<file path="src/rtl/conv_pe_pkg.sv">
// Shared constants, types and helpers for the streaming 3x3 convolution PE.
package conv_pe_pkg;

  localparam int unsigned K      = 3;
  localparam int unsigned NCOEF  = K * K;
  localparam int unsigned DW_DEF = 2;

  // Flattened filter vector at the default pixel width; k[r][c] sits at coef_idx(r,c)*DW.
  typedef logic [NCOEF*DW_DEF-1:0] filt_vec_t;

  function automatic int unsigned acc_width(input int unsigned dw);
    return 2 * dw + 4;
  endfunction

  function automatic int unsigned coef_idx(input int unsigned r, input int unsigned c);
    return K * r + c;
  endfunction

endpackage

</file>
<file path="src/rtl/conv_line_buffer.sv">
// Two-row line buffer: each write pushes the older row's pixel up and stores the new one.
module conv_line_buffer #(
  parameter int unsigned DW    = 2,
  parameter int unsigned IMG_W = 5,
  parameter int unsigned AW    = $clog2(IMG_W)
) (
  input  logic          clk_i,
  input  logic          we_i,
  input  logic [AW-1:0] col_i,
  input  logic [DW-1:0] pix_i,
  output logic [DW-1:0] lb0_o,
  output logic [DW-1:0] lb1_o
);

  logic [DW-1:0] mem0_q [IMG_W];
  logic [DW-1:0] mem1_q [IMG_W];

  assign lb0_o = mem0_q[col_i];
  assign lb1_o = mem1_q[col_i];

  always_ff @(posedge clk_i) begin
    if (we_i) begin
      mem1_q[col_i] <= mem0_q[col_i];
      mem0_q[col_i] <= pix_i;
    end
  end

endmodule

</file>
<file path="src/rtl/conv3x3_stream_pe.sv">
// Streaming 3x3 convolution PE: raster-order pixel input, line buffers, 3x3 window,
// MAC tree and a single registered valid/ready output stage.
module conv3x3_stream_pe
  import conv_pe_pkg::*;
#(
  parameter int unsigned DW     = 2,
  parameter int unsigned IMG_W  = 5,
  parameter int unsigned IMG_H  = 5,
  parameter int unsigned STRIDE = 1,
  parameter int unsigned ACC_W  = acc_width(DW)
) (
  input  logic               clk,
  input  logic               rst,
  input  logic               filt_load,
  input  logic [9*DW-1:0]    filt_in,
  input  logic               in_valid,
  output logic               in_ready,
  input  logic [DW-1:0]      in_pixel,
  output logic               out_valid,
  input  logic               out_ready,
  output logic [ACC_W-1:0]   out_data,
  output logic               out_last,
  output logic               busy
);

  localparam int unsigned CW = $clog2(IMG_W);
  localparam int unsigned RW = $clog2(IMG_H);

  logic [CW-1:0]       col_q, col_d;
  logic [RW-1:0]       row_q, row_d;
  logic [DW-1:0]       win_q [K][K];
  logic [DW-1:0]       win_d [K][K];
  logic [9*DW-1:0]     filt_q;
  logic                out_valid_q, out_valid_d;
  logic                out_last_q, out_last_d;
  logic [ACC_W-1:0]    out_data_q, out_data_d;
  logic [ACC_W-1:0]    acc;
  logic [DW-1:0]       lb0, lb1;
  logic                accept, col_end, row_end, stride_ok, emit;

  assign in_ready  = !rst && (!out_valid_q || out_ready);
  assign accept    = in_valid && in_ready;
  assign col_end   = (col_q == CW'(IMG_W - 1));
  assign row_end   = (row_q == RW'(IMG_H - 1));
  // Stride is 1 or 2; for 2, (x-2)%2==0 reduces to x being even.
  assign stride_ok = (STRIDE == 1) || (!row_q[0] && !col_q[0]);
  assign emit      = accept && (row_q >= RW'(2)) && (col_q >= CW'(2)) && stride_ok;

  assign out_valid = out_valid_q;
  assign out_data  = out_data_q;
  assign out_last  = out_last_q;
  assign busy      = (col_q != '0) || (row_q != '0) || out_valid_q;

  conv_line_buffer #(
    .DW    (DW),
    .IMG_W (IMG_W)
  ) u_lb (
    .clk_i (clk),
    .we_i  (accept),
    .col_i (col_q),
    .pix_i (in_pixel),
    .lb0_o (lb0),
    .lb1_o (lb1)
  );

  always_comb begin
    col_d = col_q;
    row_d = row_q;
    if (accept) begin
      if (col_end) begin
        col_d = '0;
        row_d = row_end ? '0 : row_q + 1'b1;
      end else begin
        col_d = col_q + 1'b1;
      end
    end
  end

  always_comb begin
    win_d = win_q;
    if (accept) begin
      for (int unsigned r = 0; r < K; r++) begin
        for (int unsigned c = 0; c < K - 1; c++) begin
          win_d[r][c] = win_q[r][c+1];
        end
      end
      win_d[0][K-1] = lb1;
      win_d[1][K-1] = lb0;
      win_d[2][K-1] = in_pixel;
    end
  end

  // MAC over the post-shift window so the result registers on the accepting edge.
  always_comb begin
    acc = '0;
    for (int unsigned r = 0; r < K; r++) begin
      for (int unsigned c = 0; c < K; c++) begin
        acc = acc + ACC_W'(win_d[r][c]) * ACC_W'(filt_q[coef_idx(r, c)*DW +: DW]);
      end
    end
  end

  always_comb begin
    out_valid_d = out_valid_q;
    out_data_d  = out_data_q;
    out_last_d  = out_last_q;
    if (emit) begin
      out_valid_d = 1'b1;
      out_data_d  = acc;
      out_last_d  = row_end && col_end;
    end else if (out_ready) begin
      out_valid_d = 1'b0;
    end
  end

  always_ff @(posedge clk) begin
    if (rst) begin
      col_q       <= '0;
      row_q       <= '0;
      win_q       <= '{default: '0};
      filt_q      <= '0;
      out_valid_q <= 1'b0;
      out_data_q  <= '0;
      out_last_q  <= 1'b0;
    end else begin
      col_q       <= col_d;
      row_q       <= row_d;
      win_q       <= win_d;
      out_valid_q <= out_valid_d;
      out_data_q  <= out_data_d;
      out_last_q  <= out_last_d;
      if (filt_load && !busy) begin
        filt_q <= filt_in;
      end
    end
  end

endmodule

</file>
<file path="config.mk">
export PLATFORM = sky130hd
export DESIGN_NAME = conv3x3_stream_pe
export DESIGN_NICKNAME = d
export VERILOG_FILES = /design/src/rtl/conv_pe_pkg.sv /design/src/rtl/conv_line_buffer.sv /design/src/rtl/conv3x3_stream_pe.sv
export SDC_FILE = /design/constraint.sdc
export NUM_CORES = 1
export LEC_CHECK = 0
export BUFFER_PORTS_ARGS = -buffer_cell sky130_fd_sc_hd__buf_2
export CAP_MARGIN = 20
export CORE_MARGIN = 4
export CORE_UTILIZATION = 45
export DETAILED_ROUTE_END_ITERATION = 10
export PLACE_DENSITY = 0.69
export SYNTH_ARGS = -nofsm -noshare
export SYNTH_HDL_FRONTEND = slang
export SYNTH_HIERARCHICAL = 1
export SYNTH_SLANG_ARGS = --single-unit
</file>
<file path="constraint.sdc">
create_clock -name clk -period 13.8 [get_ports clk]
set_input_delay 0.69 -clock clk [delete_from_list [all_inputs] [get_ports clk]]
set_output_delay 0.69 -clock clk [all_outputs]
set_load 0.02 [all_outputs]
</file>
==> impl_metrics.env, run 1 <==
export IMPL_max_cap_violations=0
export IMPL_tritoncts="done"
export IMPL_fin_crit_sh=0.4450
export IMPL_firstDrtPassIters=5
export IMPL_ys_flop_type="dfxtp_1"
export IMPL_ys_types=50
export IMPL_synth_seq_cells=71
export IMPL_clk_path_buf_depth=2
export IMPL_path_max_fanout=52
export IMPL_slowest_delay_ns=0.72
export IMPL_worst_pin_slew_ns=0.9666
export IMPL_dieArea_um2=11660
export IMPL_critical_path_top_delay_family="adder cells"
export IMPL_drive_gt1_frac=0.1776
export IMPL_cpMostUsedCell="fa_1"
export IMPL_synth_edff_count=20
export IMPL_clk_pin_slew_ns=0.08
export IMPL_whs_ns=0.4811
export IMPL_hold_viol_final=0
export IMPL_grt_pass1_wl_um=16440
export IMPL_die_w_um=108.0
export IMPL_clock_latency_ns=0.35
export IMPL_arrival_ns=6.33
export IMPL_finalSetupTns_ns=0
export IMPL_clockRootBuffer="clkbuf_8"
export IMPL_overflow=0
export IMPL_globalRouteTotalUtil=0.1778
export IMPL_die_h_um=108.0
export IMPL_yosysSeqAreaShare=0.3604
export IMPL_max_slew_margin=0.3556
export IMPL_end_kind="flip-flop"
export IMPL_routed_wl_um=9710
export IMPL_cts_sinks=71
export IMPL_ir_drop_mv=0.04481
export IMPL_grt_pass1_vias=3392
export IMPL_post_cts_repair_setup_buffers=0
export IMPL_port_buffers=35
export IMPL_antenna_found_initial=0
export IMPL_avgRoutedWirePerCell_um=16.02
export IMPL_status="finished clean"
export IMPL_leakage_nw=1.920
export IMPL_worstPathRequired_ns=13.99
export IMPL_critPathBufInv=3
export IMPL_skew_ns=0.007633
export IMPL_vias=3430
export IMPL_p_total_uw=426.4
export IMPL_place_congestion=0.8920
export IMPL_fmax_ghz=0.1628
export IMPL_finalCriticalPeriod_ns=6.141
export IMPL_startpoint_type="primary input"
export IMPL_grt_max_degree=53
export IMPL_hp_class="reg -> reg"
export IMPL_fin_nets=547
export IMPL_min_from="out_data[0]"
export IMPL_ioPinCount=37
export IMPL_reg2reg_from="col_q[2]"
export IMPL_antennaDiodeCount=0
export IMPL_rsz0062_at_grt="no"
export IMPL_design_core_area_um2=9774
export IMPL_drtIter0Drc=231
export IMPL_h_tree_depth=3
export IMPL_drv_slew=0
export IMPL_dp_hpwl_um=7115
export IMPL_critical_path_class="in -> reg"
export IMPL_crit_path_top_delay_cell="buf_2"
export IMPL_syn_instance_count=450
export IMPL_std_cell_rows=36
export IMPL_syn_to_final_growth_pct=8.565
export IMPL_synth_nets=529
export IMPL_syn_cell_area_um2=4499
export IMPL_synth_warnings=6
export IMPL_numCtsBuffers=9
export IMPL_start_util=0.4603
export IMPL_critical_path_cell_chain="buf_2, nand2b_1, buf_4, o21ai_0, a21bo_2, fa_1, fa_1, fa_1, fa_1, fa_1, inv_1, ha_1, ha_1, fa_1, a21o_1, a21oi_1, a211oi_1"
export IMPL_drcViolationCount=0
export IMPL_async_flop_share=0
export IMPL_post_synth_cell_area_avg_um2=9.998
export IMPL_startpoint="rst"
export IMPL_n_fill_cell=942
export IMPL_cts_resized=0
export IMPL_ant_nets=0
export IMPL_ctsHoldBuffers=0
export IMPL_power_density_nw_per_um2=87.29
export IMPL_viasPerCell=5.660
export IMPL_setup_violations=0
[layout by cell type (no fill, tap or decap), types with 9 or more instances in the layout]
master	netlist	routed
a21boi_0	26	26
a21oi_1	51	51
buf_2	5	35
clkbuf_8	0	9
dfxtp_1	51	51
edfxtp_1	20	20
fa_1	27	27
ha_1	27	27
inv_1	50	50
nand3_1	20	20
nand4_1	25	25
o21ai_0	21	21
o31ai_1	17	17
o31ai_2	10	10
[area by class of cell]
class                      instances  area, um^2  area share
clock inverter                     7       61.31     0.01255
sequential                        71        1622      0.3320
clock buffer                       9       123.9     0.02536
tap                              133       166.4     0.03407
timing repair buffer              41       220.2     0.04508
multi-input combinational        293        2496      0.5110
inverter                          52       195.2     0.03996
[worst reg2reg max path, stage by stage, from the launching register on]
cell      delay, ns
dfxtp_1        0.66
or2_1          0.27
o22ai_1        0.12
a21oi_1        0.47
nand3_1        0.25
a21bo_2        0.27
fa_1           0.44
fa_1           0.49
fa_1           0.43
fa_1           0.55
inv_1          0.05
fa_1           0.46
fa_1           0.55
fa_1           0.48
a21o_1         0.20
a21oi_1        0.15
a211oi_1       0.08
[report_power, final]
part           internal (mW)  switching (mW)  total [mW]
registers              0.220         0.00509       0.225
clock network         0.0687          0.0894       0.158
logic                 0.0170          0.0261      0.0430
total                  0.306           0.121       0.426
[path summary, 6_finish.rpt]
check | to | slack [ns] | cells past startpoint
worst max register to register | out_data[6] | 7.71 | 16
worst min-delay path | out_data[0] | 0.48 | 2
worst max-delay path | out_data[6] | 7.66 | 17
worst min register to register | out_data[0] | 0.48 | 2
[metrics by stage]
step           setup WS [ns]    util  instances  instance area (um^2)
2_1_floorplan          8.153       -        450                  4499
3_3_place_gp           7.451  0.4808        590                  4700
3_5_place_dp           7.320  0.4808        590                  4700
4_1_cts                7.689  0.4997        606                  4885
5_1_grt                7.382  0.4997        606                  4885
6_report               7.659  0.4997        606                  4885
[layer usage]
metal,track usage,up-vias,share of wire,wire length (um)
li1,-,1654,-,-
met1,0.2413,1631,0.45,4332
met2,0.2913,123,0.48,4632
met3,0.02866,22,0.058,563
met4,0.05771,0,0.019,181
met5,0,-,0,0
[logic make-up (layout without fill, tap and decap cells)]
group                    after synthesis  after routing  synth area share
multiplexers                           8              8           0.02336
flip-flops                            71             71            0.3604
AND/OR/NAND/NOR                       76             76            0.1004
XOR/XNOR                               1              1          0.001947
buffers and inverters                 86            109           0.08593
AO/OA/AOI/OAI                        153            153            0.2319
other                                  1              1         0.0008335
adder cells (fa/ha/maj)               54             54            0.1952
[synthesized netlist by cell type (2+ instances only)]
master / instances / area share
a21oi_1: 51 / 0.057
dfxtp_1: 51 / 0.23
inv_1: 50 / 0.042
fa_1: 27 / 0.12
ha_1: 27 / 0.075
a21boi_0: 26 / 0.043
nand4_1: 25 / 0.035
clkbuf_1: 22 / 0.018
o21ai_0: 21 / 0.023
edfxtp_1: 20 / 0.13
nand3_1: 20 / 0.022
o31ai_1: 17 / 0.028
o31ai_2: 10 / 0.028
nor2_1: 8 / 0.0067
a21bo_2: 7 / 0.016
buf_2: 5 / 0.0056
buf_6: 5 / 0.013
a211oi_1: 4 / 0.0067
mux2_1: 4 / 0.010
mux2_4: 4 / 0.013
nand2_1: 4 / 0.0033
nand2b_1: 4 / 0.0056
o22ai_1: 4 / 0.0056
a21boi_1: 2 / 0.0033
a31oi_1: 2 / 0.0028
and3_1: 2 / 0.0028
clkinv_1: 2 / 0.0017
nor2b_1: 2 / 0.0028
nor3_1: 2 / 0.0022
o21a_1: 2 / 0.0033
[state kept, by name, indices dropped and copies added, names as in the netlist]
name and count:
out_last 1, filt_q 18, out_data 7, u_lb/mem1_q 10, u_lb/mem0_q 10, col_q 3
row_q 3, win_q 18, out_valid 1
Note: power is estimated with default switching activity, not from simulation.
==> run 2, diff against run 1 <==
--- a/config.mk
+++ b/config.mk
@@ -5,12 +5,13 @@
 export SDC_FILE = /design/constraint.sdc
 export NUM_CORES = 1
 export LEC_CHECK = 0
+export ABC_AREA = 1
 export BUFFER_PORTS_ARGS = -buffer_cell sky130_fd_sc_hd__buf_2
 export CAP_MARGIN = 20
 export CORE_MARGIN = 4
 export CORE_UTILIZATION = 45
 export DETAILED_ROUTE_END_ITERATION = 10
-export PLACE_DENSITY = 0.69
+export PLACE_DENSITY = 0.71
 export SYNTH_ARGS = -nofsm -noshare
 export SYNTH_HDL_FRONTEND = slang
 export SYNTH_HIERARCHICAL = 1
==> constraint.sdc (replaced) <==
create_clock -name clk -period 5.5 [get_ports clk]
set_input_delay 0.275 -clock clk [delete_from_list [all_inputs] [get_ports clk]]
set_output_delay 0.275 -clock clk [all_outputs]
set_load 0.02 [all_outputs]
==> impl_metrics.env, run 2 <==
export IMPL_globalRouteTotalUtil=0.1590
export IMPL_max_slew_margin=0.5791
export IMPL_ir_drop_mv=0.1539
export IMPL_async_flop_share=0
export IMPL_path_max_fanout=12
export IMPL_firstDrtPassIters=5
export IMPL_routed_wl_um=8607
export IMPL_overflow=0
export IMPL_tritoncts="done"
export IMPL_drtIter0Drc=131
export IMPL_leakage_nw=2.296
export IMPL_post_route_util=0.5408
export IMPL_fmax_ghz=0.1934
export IMPL_design_core_area_um2=8891
export IMPL_ys_types=31
export IMPL_largestRegisters="filt_q (18), win_q (18)"
export IMPL_synth_top_cell_area_share=0.2430
export IMPL_antennaDiodeCount=0
export IMPL_p_clk_frac=0.337
export IMPL_yosysSeqAreaShare=0.3859
export IMPL_p_int_uw=884.1
export IMPL_r2r_cells=22
export IMPL_startpoint="col_q[0]"
export IMPL_ant_nets=0
export IMPL_clockRootBuffer="clkbuf_8"
export IMPL_syn_to_final_growth_pct=14.44
export IMPL_fin_crit_sh=0.9404
export IMPL_numCtsBuffers=9
export IMPL_syn_cell_area_um2=4202
export IMPL_arrival_ns=5.42
export IMPL_end_kind="flip-flop"
export IMPL_synth_nets=603
export IMPL_ioPinCount=37
export IMPL_finalCriticalPeriod_ns=5.172
export IMPL_swShare=0.3100
export IMPL_drcViolationCount=0
export IMPL_drv_slew=0
export IMPL_ctsHoldBuffers=0
export IMPL_status="finished clean"
export IMPL_synth_area_leader_cell="dfxtp_1"
export IMPL_ys_flop_type="dfxtp_1"
export IMPL_fin_nets=650
export IMPL_use_met1=0.1994
export IMPL_clk_pin_slew_ns=0.09
export IMPL_grt_max_degree=27
export IMPL_dp_cells=663
export IMPL_startpoint_type="flip-flop"
export IMPL_rsz0062_at_grt="no"
export IMPL_syn_instance_count=524
export IMPL_viasPerCell=4.807
export IMPL_cts_sinks=71
export IMPL_seqPwrFrac=0.453
export IMPL_synth_edff_count=20
export IMPL_grt_pass1_wl_um=14190
export IMPL_yosysMostFrequentCell="nor2_1"
export IMPL_std_cell_rows=34
export IMPL_dp_hpwl_um=6476
export IMPL_pre_cts_ws_ns=0.03567
export IMPL_clock_latency_ns=0.36
export IMPL_skew_ns=0.01496
export IMPL_p_total_mw=1.281
export IMPL_die_h_um=104.6
export IMPL_p_comb_frac=0.210
export IMPL_h_tree_depth=3
export IMPL_worst_slack_ns=0.3280
export IMPL_top_usage_layer="met2"
export IMPL_final_cells=684
export IMPL_seqCellArea_um2=1633
export IMPL_holdPathStages=3
export IMPL_ys_top_cells_by_count="111 x nor2_1, 103 x inv_1, 76 x nand2_1"
export IMPL_p_switching_uw=397.2
export IMPL_multi_input_area_um2=2141
export IMPL_place_congestion=0.8602
export IMPL_grt_pass1_vias=3217
export IMPL_synth_warnings=6
export IMPL_clk_path_buf_depth=2
export IMPL_synth_top_cells_by_area="dfxtp_1 24%, edfxtp_1 14%, fa_1 13%"
export IMPL_grt_use_met3=0.04377
export IMPL_layout_common_cells="111 x nor2_1, 103 x inv_1, 76 x nand2_1"
export IMPL_worstPathRequired_ns=5.75
export IMPL_use_met2=0.2671
export IMPL_worst_pin_slew_ns=0.6266
export IMPL_dieArea_um2=10950
export IMPL_synth_seq_cells=71
export IMPL_final_common_cell="nor2_1"
export IMPL_drive_gt1_frac=0.1684
export IMPL_start_util=0.4726
export IMPL_hp_class="in -> reg"
export IMPL_antenna_found_initial=0
export IMPL_avgRoutedWirePerCell_um=12.58
export IMPL_reg2reg_slack_ns=0.33
export IMPL_hold_viol_final=0
export IMPL_power_density_nw_per_um2=266.5
export IMPL_n_fill_cell=826
export IMPL_critical_path_class="reg -> reg"
export IMPL_finalSetupTns_ns=0
export IMPL_post_synth_cell_area_avg_um2=8.018
export IMPL_vias=3288
export IMPL_port_buffers=35
export IMPL_die_w_um=104.6
export IMPL_setup_violations=0
export IMPL_max_cap_violations=0
export IMPL_worstSetupEndpoint="out_data[5]"
export IMPL_reg2reg_from="col_q[0]"
export IMPL_reg2reg_to="out_data[5]"
run 2: cell types whose count changed in the layout (fill, tap and decap cells not counted), moves of 23 or more:
cell | previous run | this run
nor2_1 | 8 | 111
nand4_1 | 25 | 2
nand2_1 | 4 | 76
inv_1 | 50 | 103
a21boi_0 | 26 | 0
a21oi_1 | 51 | 6
run 2: area by class of cell:
type,instances,area share
Timing Repair Buffer,50,0.05985
Multi-Input combinational cell,331,0.4452
Tap cell,108,0.02810
Sequential cell,71,0.3396
Clock buffer,9,0.02576
Inverter,108,0.08535
Clock inverter,7,0.01613
run 2: worst min path at each step:
| stage | from | end |
|---|---|---|
| 2_1_floorplan | rst | out_valid |
| 3_3_place_gp | out_data[0] | out_data[0] |
| 3_5_place_dp | out_data[4] | out_data[4] |
| 4_1_cts | filt_in[5] | filt_q[5] |
| 5_1_grt | filt_in[2] | filt_q[2] |
| 6_report | filt_in[2] | filt_q[2] |
run 2: what timing repair did:
item	4_1_cts	5_1_grt
buffers inserted	0	4
pin swaps	0	4
gates cloned	0	1
setup endpoints to repair	1	4
gates resized for setup	1	18
run 2: worst max-delay path, cell delays in order, from the launching register on:
cell and delay (ns):
dfxtp_4 0.40, or2_2 0.32, nand3_1 0.08, nand3_1 0.11
o21ai_2 0.18, buf_4 0.14, nor2_1 0.04, ha_1 0.26
inv_1 0.05, fa_1 0.43, fa_1 0.53, inv_1 0.07
fa_2 0.39, fa_1 0.52, inv_1 0.06, fa_1 0.53
inv_1 0.04, ha_1 0.32, or2_2 0.30, nand3_1 0.09
nand2_1 0.08, nor2_1 0.09, nor2_1 0.05
run 2: cells by family (layout without fill, tap and decap cells):
| kind of cell | count (synthesis) | after routing | share of synthesized area |
|---|---|---|---|
| flip-flops | 71 | 71 | 0.3859 |
| other | 1 | 1 | 0.0008925 |
| buffers and inverters | 123 | 174 | 0.1200 |
| AO/OA/AOI/OAI | 50 | 50 | 0.06075 |
| XOR/XNOR | 1 | 1 | 0.002085 |
| AND/OR/NAND/NOR | 224 | 225 | 0.2213 |
| adder cells (fa/ha/maj) | 54 | 54 | 0.2091 |
run 2: per-layer routing:
metal | up-vias | wire, um
met5 | - | 0
met2 | 78 | 4273
met1 | 1516 | 3766
met3 | 15 | 437
met4 | 0 | 129
li1 | 1679 | -
run 2: stage by stage:
stage / hold WS [ns] / area, um^2
final: 0.1656 / 4808
after global routing: 0.1611 / 4808
after CTS: 0.1538 / 4703
after detailed placement: 0.4700 / 4501
after global placement: 0.4610 / 4501
after floorplan: 0.3441 / 4202
run 2: power by group through the flow:
| stage | logic, mW | clock network, mW | registers, mW |
|---|---|---|---|
| finish | 0.269 | 0.432 | 0.581 |
| global route | 0.319 | 0.462 | 0.585 |
| CTS | 0.262 | 0.441 | 0.582 |
| detailed placement | 0.260 | 0 | 0.594 |
| global placement | 0.252 | 0 | 0.592 |
| floorplan | 0.195 | 0 | 0.587 |
==> run 3, diff against run 2 <==
--- a/config.mk
+++ b/config.mk
@@ -7,11 +7,11 @@
 export LEC_CHECK = 0
 export ABC_AREA = 1
 export BUFFER_PORTS_ARGS = -buffer_cell sky130_fd_sc_hd__buf_2
-export CAP_MARGIN = 20
+export CAP_MARGIN = 0
 export CORE_MARGIN = 4
-export CORE_UTILIZATION = 45
+export CORE_UTILIZATION = 40
 export DETAILED_ROUTE_END_ITERATION = 10
-export PLACE_DENSITY = 0.71
+export PLACE_DENSITY = 0.65
 export SYNTH_ARGS = -nofsm -noshare
 export SYNTH_HDL_FRONTEND = slang
 export SYNTH_HIERARCHICAL = 1
==> impl_metrics.env, run 3 (same netlist as run 2, synthesis figures left out) <==
export IMPL_fin_crit_sh=0.9556
export IMPL_h_tree_depth=3
export IMPL_cpMostUsedCell="fa_1"
export IMPL_numCtsBuffers=9
export IMPL_avgRoutedWirePerCell_um=11.47
export IMPL_multi_input_area_um2=2098
export IMPL_hold_viol_final=0
export IMPL_startpoint_type="flip-flop"
export IMPL_fmax_ghz=0.1903
export IMPL_drtIter0Drc=187
export IMPL_grt_pass1_vias=3148
export IMPL_whs_ns=0.1871
export IMPL_clk_pin_slew_ns=0.08
export IMPL_globalRouteTotalUtil=0.1399
export IMPL_critPathBufInv=2
export IMPL_post_cts_repair_setup_buffers=0
export IMPL_cts_sinks=71
export IMPL_worstPathRequired_ns=5.73
export IMPL_max_slew_margin=0.5362
export IMPL_ctsHoldBuffers=0
export IMPL_skew_ns=0.01032
export IMPL_clk_path_buf_depth=2
export IMPL_antennaDiodeCount=0
export IMPL_start_util=0.4088
export IMPL_n_fill_cell=1027
export IMPL_port_buffers=35
export IMPL_path_max_fanout=13
export IMPL_drcViolationCount=0
export IMPL_critical_path_top_delay_family="adder cells"
export IMPL_finalCriticalPeriod_ns=5.256
export IMPL_seqCellArea_um2=1633
export IMPL_drv_slew=0
export IMPL_viasPerCell=4.565
export IMPL_die_w_um=110.5
export IMPL_max_cap_violations=0
export IMPL_stdcell_area_um2=4766
export IMPL_status="finished clean"
export IMPL_cts_resized=0
export IMPL_final_common_cell="nor2_1"
export IMPL_hp_class="in -> reg"
export IMPL_place_congestion=0.8441
export IMPL_dpl_cell_area_um2=4528
export IMPL_ioPinCount=37
export IMPL_routed_wl_um=8099
export IMPL_setup_violations=0
export IMPL_ant_nets=0
export IMPL_finalSetupTns_ns=0
export IMPL_end_kind="flip-flop"
export IMPL_layout_common_cells="111 x nor2_1, 103 x inv_1, 76 x nand2_1"
export IMPL_critical_path_class="reg -> reg"
export IMPL_power_density_nw_per_um2=269.4
export IMPL_antenna_found_initial=0
export IMPL_critical_path_cell_chain="inv_2, nand2_2, nor2_1, o21ai_1, nand3_2, o21ai_1, or2_1, fa_1, fa_1, fa_1, fa_1, inv_1, fa_1, fa_1, fa_1, nand2_1, nand2_1, a21oi_1, nand2_1, nand2_1, nor2_1"
export IMPL_largestRegisters="filt_q (18), win_q (18)"
export IMPL_grt_pass1_wl_um=13950
export IMPL_std_cell_rows=37
export IMPL_grt_max_degree=27
export IMPL_clockRootBuffer="clkbuf_8"
export IMPL_design_core_area_um2=10280
export IMPL_fin_nets=644
export IMPL_worst_pin_slew_ns=0.6903
export IMPL_overflow=0
export IMPL_tritoncts="done"
export IMPL_vias=3223
export IMPL_firstDrtPassIters=4
export IMPL_drive_gt1_frac=0.1386
export IMPL_dp_hpwl_um=6461
export IMPL_clock_latency_ns=0.33
export IMPL_syn_to_final_growth_pct=13.43
export IMPL_leakage_nw=2.259
export IMPL_die_h_um=110.5
export IMPL_dieArea_um2=12210
export IMPL_slowest_delay_ns=0.55
export IMPL_arrival_ns=5.49
export IMPL_ir_drop_mv=0.1055
export IMPL_crit_path_top_delay_cell="fa_1"
-- run 3: cell types whose count changed in the layout (fill, tap and decap cells not counted), sizes merged --
cell | before | now
clkinv | 2 | 3
inv | 111 | 108
clkinvlp | 1 | 0
buf | 50 | 45
nand3 | 14 | 13
bufinv | 1 | 2
clkbuf | 9 | 11
-- run 3: worst paths after layout --
path	startpoint	to	slack [ns]	cells after the start
max reg2reg	col_q[2]	out_data[6]	0.24	21
min reg2reg	out_data[3]	out_data[3]	0.48	2
max	col_q[2]	out_data[6]	0.24	21
min	filt_in[13]	filt_q[13]	0.19	3
-- run 3: stage by stage --
stage                       util  cells  power, mW  worst slack, ns
after floorplan                -    524     0.7828           0.4222
after global placement    0.4406    690     0.8473           0.1609
after detailed placement  0.4406    690     0.8574           0.1045
after CTS                 0.4604    706      1.299          0.09660
after global routing      0.4637    706      1.379        -0.005933
final                     0.4637    706      1.284           0.2439
-- run 3: metal layers --
| layer | GRT usage | up-vias | wire [um] |
|---|---|---|---|
| li1 | - | 1660 | - |
| met1 | 0.1636 | 1495 | 3564 |
| met2 | 0.2520 | 62 | 4114 |
| met3 | 0.03616 | 6 | 345 |
| met4 | 0.03941 | 0 | 75 |
| met5 | 0 | - | 0 |
-- run 3: final cells by class --
class | count | area share
Clock buffer | 11 | 0.02757
Clock inverter | 5 | 0.01523
Inverter | 108 | 0.08611
Multi-Input combinational cell | 330 | 0.4403
Sequential cell | 71 | 0.3426
Tap cell | 136 | 0.03570
Timing Repair Buffer | 45 | 0.05251
-- run 3: worst min-delay path, stage by stage --
cell and delay, ns:
buf_2 0.07, o21ai_0 0.07, nor2_1 0.07
-- run 3: where the power goes --
group / internal (mW) / switching (mW)
Sequential: 0.565 / 0.0157
Clock: 0.252 / 0.188
Combinational: 0.103 / 0.160
Total: 0.920 / 0.364
